File: src/rtl/adxl345_pkg.sv
// adxl345_pkg
//   Shared definitions for the ADXL345-style SPI responder: register
//   addresses, register reset values, the device ID constant and the
//   transaction state enum.
package adxl345_pkg;

  // Register map addresses (6-bit address field of the SPI command)
  localparam logic [5:0] ADDR_DEVID       = 6'h00;
  localparam logic [5:0] ADDR_BW_RATE     = 6'h2C;
  localparam logic [5:0] ADDR_POWER_CTL   = 6'h2D;
  localparam logic [5:0] ADDR_DATA_FORMAT = 6'h31;
  localparam logic [5:0] ADDR_DATAX0      = 6'h32;
  localparam logic [5:0] ADDR_DATAX1      = 6'h33;
  localparam logic [5:0] ADDR_DATAY0      = 6'h34;
  localparam logic [5:0] ADDR_DATAY1      = 6'h35;
  localparam logic [5:0] ADDR_DATAZ0      = 6'h36;
  localparam logic [5:0] ADDR_DATAZ1      = 6'h37;

  // Register reset values
  localparam logic [7:0] BW_RATE_RST     = 8'h0A;
  localparam logic [7:0] POWER_CTL_RST   = 8'h00;
  localparam logic [7:0] DATA_FORMAT_RST = 8'h00;

  // Device ID returned from address 0x00
  localparam logic [7:0] DEVID_DEFAULT = 8'hE5;

  // Transaction state
  typedef enum logic [1:0] {
    IDLE = 2'd0,
    CMD  = 2'd1,
    RD   = 2'd2,
    WR   = 2'd3
  } spi_state_e;

endpackage

File: src/rtl/spi_edge_sync.sv
// spi_edge_sync
//   Brings one asynchronous SPI line into the system clock domain through a
//   chain of STAGES flops and flags its rising and falling edges there.
//   All flops reset to 1, the idle level of SCLK, CS and MOSI, so no edge is
//   reported coming out of reset.
// Ports:
//   clk_i    - system clock
//   rst_n_i  - asynchronous active-low reset
//   async_i  - raw SPI line
//   sync_o   - synchronised level
//   rise_o   - one-cycle pulse on a 0->1 transition of sync_o
//   fall_o   - one-cycle pulse on a 1->0 transition of sync_o
module spi_edge_sync #(
  parameter int STAGES = 2
) (
  input  logic clk_i,
  input  logic rst_n_i,
  input  logic async_i,
  output logic sync_o,
  output logic rise_o,
  output logic fall_o
);

  logic [STAGES-1:0] sync_q;
  logic              prev_q;

  // Synchroniser chain plus one extra flop holding the previous level
  always_ff @(posedge clk_i or negedge rst_n_i) begin
    if (!rst_n_i) begin
      sync_q <= '1;
      prev_q <= 1'b1;
    end else begin
      sync_q <= {sync_q[STAGES-2:0], async_i};
      prev_q <= sync_q[STAGES-1];
    end
  end

  assign sync_o = sync_q[STAGES-1];
  assign rise_o = sync_o & ~prev_q;
  assign fall_o = ~sync_o & prev_q;

endmodule

File: src/rtl/adxl345_spi_responder.sv
// adxl345_spi_responder
//   SPI mode-3 target emulating a subset of the ADXL345 register map.
//   SCLK, CS and MOSI are oversampled in sys_clk (at least 8x SCLK); MOSI is
//   captured on SCLK rising edges and MISO is updated on SCLK falling edges.
//   A command byte {R/W, MB, addr[5:0]} is followed by data bytes; with MB
//   set the address auto-increments and wraps 0x3F -> 0x00. Axis samples are
//   frozen into a snapshot when CS falls so a frame reads a coherent set.
// Configuration macro:
//   ADXL_RESP_WRITE_EN - when defined, writes to BW_RATE (0x2C), POWER_CTL
//   (0x2D) and DATA_FORMAT (0x31) take effect; otherwise all writes are
//   ignored and those registers keep their reset values.
// Ports:
//   sys_clk, rst_n        - system clock, asynchronous active-low reset
//   spi_sclk/cs/mosi      - SPI inputs from the initiator
//   spi_miso, spi_miso_oe - SPI data out and its drive enable
//   sample_valid, x/y/z_in- strobe and 16-bit axis samples
//   measure_en            - POWER_CTL bit 3
//   data_format, bw_rate  - register contents
//   txn_done              - one-cycle pulse when a transaction ends
module adxl345_spi_responder
  import adxl345_pkg::*;
#(
  parameter logic [7:0] DEVID_VALUE = DEVID_DEFAULT,
  parameter int         SYNC_STAGES = 2
) (
  input  logic        sys_clk,
  input  logic        rst_n,
  input  logic        spi_sclk,
  input  logic        spi_cs,
  input  logic        spi_mosi,
  output logic        spi_miso,
  output logic        spi_miso_oe,
  input  logic        sample_valid,
  input  logic [15:0] x_in,
  input  logic [15:0] y_in,
  input  logic [15:0] z_in,
  output logic        measure_en,
  output logic [7:0]  data_format,
  output logic [7:0]  bw_rate,
  output logic        txn_done
);

  // A single-flop synchroniser is never acceptable; clamp to two
  localparam int STAGES = (SYNC_STAGES < 2) ? 2 : SYNC_STAGES;

  logic sclkLevel, sclkRise, sclkFall;
  logic csLevel, csRise, csFall;
  logic mosiLevel, mosiRise, mosiFall;
  logic unusedSync;

  spi_edge_sync #(.STAGES(STAGES)) u_sclk_sync (
    .clk_i(sys_clk), .rst_n_i(rst_n), .async_i(spi_sclk),
    .sync_o(sclkLevel), .rise_o(sclkRise), .fall_o(sclkFall)
  );

  spi_edge_sync #(.STAGES(STAGES)) u_cs_sync (
    .clk_i(sys_clk), .rst_n_i(rst_n), .async_i(spi_cs),
    .sync_o(csLevel), .rise_o(csRise), .fall_o(csFall)
  );

  spi_edge_sync #(.STAGES(STAGES)) u_mosi_sync (
    .clk_i(sys_clk), .rst_n_i(rst_n), .async_i(spi_mosi),
    .sync_o(mosiLevel), .rise_o(mosiRise), .fall_o(mosiFall)
  );

  assign unusedSync = sclkLevel ^ mosiRise ^ mosiFall;

  spi_state_e        state_q;
  logic [2:0]        bitCnt_q;
  logic [6:0]        rxShift_q;
  logic [7:0]        txShift_q;
  logic [5:0]        addr_q;
  logic              mb_q;
  logic              miso_q;
  logic              misoOe_q;
  logic              txnDone_q;
  logic              armed_q;
  logic [STAGES-1:0] flush_q;
  logic [7:0]        bwRate_q;
  logic [7:0]        powerCtl_q;
  logic [7:0]        dataFormat_q;
  logic [15:0]       liveX_q, liveY_q, liveZ_q;
  logic [15:0]       snapX_q, snapY_q, snapZ_q;

  logic [7:0] rxByte_d;
  logic [5:0] addrNext_d;
  logic [5:0] rdAddr_d;
  logic [7:0] rdData_d;
  logic       startTxn;

  // Byte as it will stand once the current MOSI bit is shifted in
  assign rxByte_d   = {rxShift_q, mosiLevel};
  assign addrNext_d = mb_q ? addr_q + 6'd1 : addr_q;
  // A new frame starts only from IDLE and only once the bus has been seen
  // idle after reset, so a CS held low through reset is not taken as a start
  assign startTxn   = csFall & armed_q & (state_q == IDLE);

  // Read mux: the command byte supplies the first address, later bytes
  // use the (possibly incremented) running address
  always_comb begin
    rdAddr_d = (state_q == CMD) ? rxByte_d[5:0] : addrNext_d;
    rdData_d = 8'h00;
    case (rdAddr_d)
      ADDR_DEVID:       rdData_d = DEVID_VALUE;
      ADDR_BW_RATE:     rdData_d = bwRate_q;
      ADDR_POWER_CTL:   rdData_d = powerCtl_q;
      ADDR_DATA_FORMAT: rdData_d = dataFormat_q;
      ADDR_DATAX0:      rdData_d = snapX_q[7:0];
      ADDR_DATAX1:      rdData_d = snapX_q[15:8];
      ADDR_DATAY0:      rdData_d = snapY_q[7:0];
      ADDR_DATAY1:      rdData_d = snapY_q[15:8];
      ADDR_DATAZ0:      rdData_d = snapZ_q[7:0];
      ADDR_DATAZ1:      rdData_d = snapZ_q[15:8];
      default:          rdData_d = 8'h00;
    endcase
  end

  // Transaction FSM with registered MISO, drive enable and done pulse.
  // Registers only change on the 8th rising edge of a byte, so a frame cut
  // short by CS leaves them untouched.
  always_ff @(posedge sys_clk or negedge rst_n) begin
    if (!rst_n) begin
      state_q      <= IDLE;
      bitCnt_q     <= '0;
      rxShift_q    <= '0;
      txShift_q    <= '0;
      addr_q       <= '0;
      mb_q         <= 1'b0;
      miso_q       <= 1'b0;
      misoOe_q     <= 1'b0;
      txnDone_q    <= 1'b0;
      armed_q      <= 1'b0;
      flush_q      <= '0;
      bwRate_q     <= BW_RATE_RST;
      powerCtl_q   <= POWER_CTL_RST;
      dataFormat_q <= DATA_FORMAT_RST;
    end else begin
      txnDone_q <= 1'b0;
      flush_q   <= {flush_q[STAGES-2:0], 1'b1};
      if (csLevel) begin
        state_q  <= IDLE;
        bitCnt_q <= '0;
        miso_q   <= 1'b0;
        misoOe_q <= 1'b0;
        // Synchroniser contents are real samples once flush_q fills
        if (flush_q[STAGES-1]) begin
          armed_q <= 1'b1;
        end
        if (csRise && state_q != IDLE) begin
          txnDone_q <= 1'b1;
        end
      end else if (state_q == IDLE) begin
        if (startTxn) begin
          state_q  <= CMD;
          bitCnt_q <= '0;
          miso_q   <= 1'b0;
          misoOe_q <= 1'b1;
        end
      end else if (sclkRise) begin
        rxShift_q <= rxByte_d[6:0];
        bitCnt_q  <= bitCnt_q + 3'd1;
        if (bitCnt_q == 3'd7) begin
          case (state_q)
            CMD: begin
              mb_q      <= rxByte_d[6];
              addr_q    <= rxByte_d[5:0];
              state_q   <= rxByte_d[7] ? RD : WR;
              txShift_q <= rdData_d;
            end
            RD: begin
              addr_q    <= addrNext_d;
              txShift_q <= rdData_d;
            end
            WR: begin
              addr_q <= addrNext_d;
`ifdef ADXL_RESP_WRITE_EN
              case (addr_q)
                ADDR_BW_RATE:     bwRate_q     <= rxByte_d;
                ADDR_POWER_CTL:   powerCtl_q   <= rxByte_d;
                ADDR_DATA_FORMAT: dataFormat_q <= rxByte_d;
                default: ;
              endcase
`endif
            end
            default: ;
          endcase
        end
      end else if (sclkFall && state_q == RD) begin
        miso_q    <= txShift_q[7];
        txShift_q <= {txShift_q[6:0], 1'b0};
      end
    end
  end

  // Live samples follow sample_valid; the snapshot is frozen at frame start,
  // taking a same-cycle new sample in preference to the live copy
  always_ff @(posedge sys_clk or negedge rst_n) begin
    if (!rst_n) begin
      liveX_q <= '0;
      liveY_q <= '0;
      liveZ_q <= '0;
      snapX_q <= '0;
      snapY_q <= '0;
      snapZ_q <= '0;
    end else begin
      if (sample_valid) begin
        liveX_q <= x_in;
        liveY_q <= y_in;
        liveZ_q <= z_in;
      end
      if (startTxn) begin
        snapX_q <= sample_valid ? x_in : liveX_q;
        snapY_q <= sample_valid ? y_in : liveY_q;
        snapZ_q <= sample_valid ? z_in : liveZ_q;
      end
    end
  end

  assign spi_miso    = miso_q;
  assign spi_miso_oe = misoOe_q;
  assign txn_done    = txnDone_q;
  assign measure_en  = powerCtl_q[3];
  assign data_format = dataFormat_q;
  assign bw_rate     = bwRate_q;

endmodule

File: config.mk
export PLATFORM = sky130hd
export DESIGN_NAME = adxl345_spi_responder
export DESIGN_NICKNAME = d
export VERILOG_FILES = /design/src/rtl/adxl345_pkg.sv /design/src/rtl/spi_edge_sync.sv /design/src/rtl/adxl345_spi_responder.sv
export SDC_FILE = /design/constraint.sdc
export NUM_CORES = 1
export LEC_CHECK = 0
export ABC_AREA = 0
export CAP_MARGIN = 15
export CORE_UTILIZATION = 50
export CTS_CLUSTER_DIAMETER = 40
export CTS_CLUSTER_SIZE = 20
export DETAILED_ROUTE_END_ITERATION = 10
export GPL_ROUTABILITY_DRIVEN = 1
export PLACE_DENSITY_LB_ADDON = 0.08
export SETUP_SLACK_MARGIN = 0.15
export SYNTH_ARGS = -nofsm -noshare
export SYNTH_HDL_FRONTEND = slang
export SYNTH_SLANG_ARGS = --single-unit
File: constraint.sdc
create_clock -name sys_clk -period 4.8 [get_ports sys_clk]
set_clock_uncertainty 0.1 [all_clocks]
set_input_delay 0.96 -clock sys_clk [delete_from_list [all_inputs] [get_ports sys_clk]]
set_output_delay 0.96 -clock sys_clk [all_outputs]
set_load 0.005 [all_outputs]
==> qor.yml <==
yosys.area.top_type: "dfrtp_1"
io_buffer_count: 56
htreeDepth: 4
final.min_clock_period_ns: 2.83
root_buffer: "clkbuf_16"
stdcell_count: 688
setup_viol: 0
slew_violations: 0
power-per-cell-area_mw_per_mm2: 433
arrival_ns: 3.02
cts_buffer_depth: 2
p_leak_nw: 3.13
synth.most_common_cell: "dfrtp_1"
start_util_pct: 51.1
die_w_um: 113
run_status: "completed"
yosysUniqueCellTypes: 63
cts_hold_buf: 0
r2r-end: "txShift_q[7]$_DFFE_PN0P_"
post-dp-hpwl_um: 7790
cp.required_ns: 4.99
cap_violations: 0
nets: 589
setup_tns_ns: 0
io_pins: 74
n_fill_cell: 979
fin_crit_sh_pct: 58.9
antenna_found_initial: 0
place_congestion: 0.830
grtUsageTotal_pct: 20.1
syn_inst: 470
cts.sinks: 137
synth.avg_cell_area_sq_um: 13.0
synth_edf_count: 0
drive_above_1_share_pct: 32.2
clk_pin_slew_ns: 0.06
finalHoldViolCount: 0
start_kind: "flop"
grt_overflow: 0
whs_path_depth: 0
reg2reg_from: "state_q[1]$_DFFE_PN0P_"
ant_nets: 0
drt-total-wl_um: 11400
fin_util_pct: 61.5
synth_area_sq_mm: 0.00611
async_reset_ff_share_pct: 100
cts_buffers: 17
wire_per_inst_um: 16.6
relSlewSlack_pct: 29.7
crit_fanout: 9
syn2layout_area_growth_pct: 20.4
max_stage_delay_ns: 0.42
clk_latency_ns: 0.42
rsz0062_at_grt: "false"
cpMaxStageDelayCell: "dfrtp_1"
core_area_sq_mm: 0.0120
vias: 3757
cts.repair.resized: 0
crit_type: "flop to flop"
synth_top_area_share_pct: 52.8
hold_ws_ns: 0.252
crit_chain: "inv_1 > ha_1 > inv_2 > mux2i_1 > buf_4 > mux2_1 > a222oi_1 > nor2_1 > a211oi_1 > o21ai_1"
drc: 0
num_rows: 40
drtPass1Iterations: 4
grt_pass1_wl_um: 19300
synthTopCellsByCount: "dfrtp_1, mux2_2, nand2_1"
grt_pass1_vias: 3939
synth_seq_cells: 137
synth.yosys.warnings: 24
max-vdd-ir-drop_mv: 0.303
n_antenna_cell: 0
ys.flop_type: "dfrtp_1"
die_h_um: 113
hp-start: "flush_q[0]$_DFF_PN0_"
endpoint_kind: "flop"
yosysSeqAreaShare_pct: 56.2
timing.reg2reg.setup_slack_ns: 1.97
grt_max_degree: 114
via_per_inst: 5.46
reg2regPathDepth: 10
first_iter_violations: 238
cts_tree: "yes"
hold_path_class: "flop to flop"
fmax_mhz: 354
dieArea_sq_mm: 0.0127
dp_cells: 654
hold_path_end: "flush_q[1]$_DFF_PN0_"
postCtsSetupBuffers: 0
netlist_top_cells_area: "dfrtp_1, mux2_2, dfstp_2"
worstMarginPinSlew_ns: 1.05
## where the power goes
group	switching (mW)	leakage, nW	internal (mW)
registers	0.0963	1.66	1.33
logic	0.163	1.17	0.228
clock network	0.496	0.305	0.873
## sequential cells by signal (all words and copies together), names as in the netlist, 2 cells and up
| name | flops |
|---|---|
| u_mosi_sync.sync_q | 2 |
| bitCnt_q | 3 |
| addr_q | 6 |
| snapY_q | 16 |
| rxShift_q | 7 |
| snapZ_q | 16 |
| u_sclk_sync.sync_q | 2 |
| snapX_q | 16 |
| u_cs_sync.sync_q | 2 |
| flush_q | 2 |
| liveZ_q | 16 |
| state_q | 2 |
| liveX_q | 16 |
| txShift_q | 8 |
| liveY_q | 16 |
## cells by family (layout without fill, tap and decap cells)
kind of cell / after synthesis / after routing / share of synthesized area [%]
flip-flops: 137 / 137 / 56.2
multiplexers: 116 / 116 / 21.2
AO/OA/AOI/OAI: 87 / 87 / 10.3
AND/OR/NAND/NOR: 71 / 71 / 6.00
buffers and inverters: 46 / 101 / 4.11
adder cells (fa/ha/maj): 7 / 7 / 1.43
XOR/XNOR: 4 / 4 / 0.573
other: 2 / 18 / 0.123
## cell type report
| cell class | count | area (sq um) | area share [%] |
|---|---|---|---|
| Clock buffer | 18 | 429 | 5.83 |
| Clock inverter | 14 | 195 | 2.65 |
| Inverter | 7 | 26.3 | 0.357 |
| Multi-Input combinational cell | 303 | 2480 | 33.8 |
| Sequential cell | 137 | 3440 | 46.7 |
| Tap cell | 147 | 184 | 2.50 |
| Timing Repair Buffer | 62 | 602 | 8.18 |
## cells in the final DEF (no fill, tap or decap), types with 6 or more instances in the layout
cell type        count
dfrtp_1            129
mux2_2             107
clkdlybuf4s50_1     54
nand2_1             28
a21oi_1             23
conb_1              18
clkbuf_16           17
nor2_1              14
o21ai_0             12
a22oi_1              9
mux2i_1              8
dfstp_2              8
o21ai_1              7
ha_1                 7
inv_1                6
buf_4                6
## layer usage
| layer | vias to the layer above | part of all wire [%] | wire [um] | global-route usage [%] |
|---|---|---|---|---|
| li1 | 1779 | - | - | - |
| met1 | 1893 | 45 | 5150 | 25.1 |
| met2 | 73 | 50 | 5730 | 33.8 |
| met3 | 12 | 3.4 | 387 | 5.45 |
| met4 | 0 | 1.1 | 122 | 6.40 |
| met5 | - | 0 | 0 | 0 |
## worst max path at each step
stage	start	slack (ns)	cells after the start	end
CTS	state_q[1]$_DFFE_PN0P_	1.41	9	txShift_q[3]$_DFFE_PN0P_
detailed placement	state_q[1]$_DFFE_PN0P_	1.41	9	txShift_q[3]$_DFFE_PN0P_
floorplan	sample_valid	2.32	4	snapX_q[10]$_DFFE_PN0P_
finish	state_q[1]$_DFFE_PN0P_	1.97	10	txShift_q[7]$_DFFE_PN0P_
global route	state_q[1]$_DFFE_PN0P_	1.79	10	txShift_q[7]$_DFFE_PN0P_
global placement	state_q[1]$_DFFE_PN0P_	1.67	9	txShift_q[4]$_DFFE_PN0P_
## metrics by stage
step,setup slack (ns),instance area [sq um],power [mW]
4_1_cts,1.41,7340,3.22
3_3_place_gp,1.67,6720,1.83
3_5_place_dp,1.41,6720,1.84
2_1_floorplan,2.32,6170,1.69
5_1_grt,1.79,7360,3.32
6_report,1.97,7360,3.18
## worst max-delay path: cells and delay by family (launching register included)
family / cells / cell delay, ns
AO/OA/AOI/OAI: 3 / 0.55
adder cells (fa/ha/maj): 1 / 0.38
buffers and inverters: 3 / 0.53
flip-flops: 1 / 0.42
multiplexers: 2 / 0.64
AND/OR/NAND/NOR: 1 / 0.08
(Power assumes the default switching activity.)
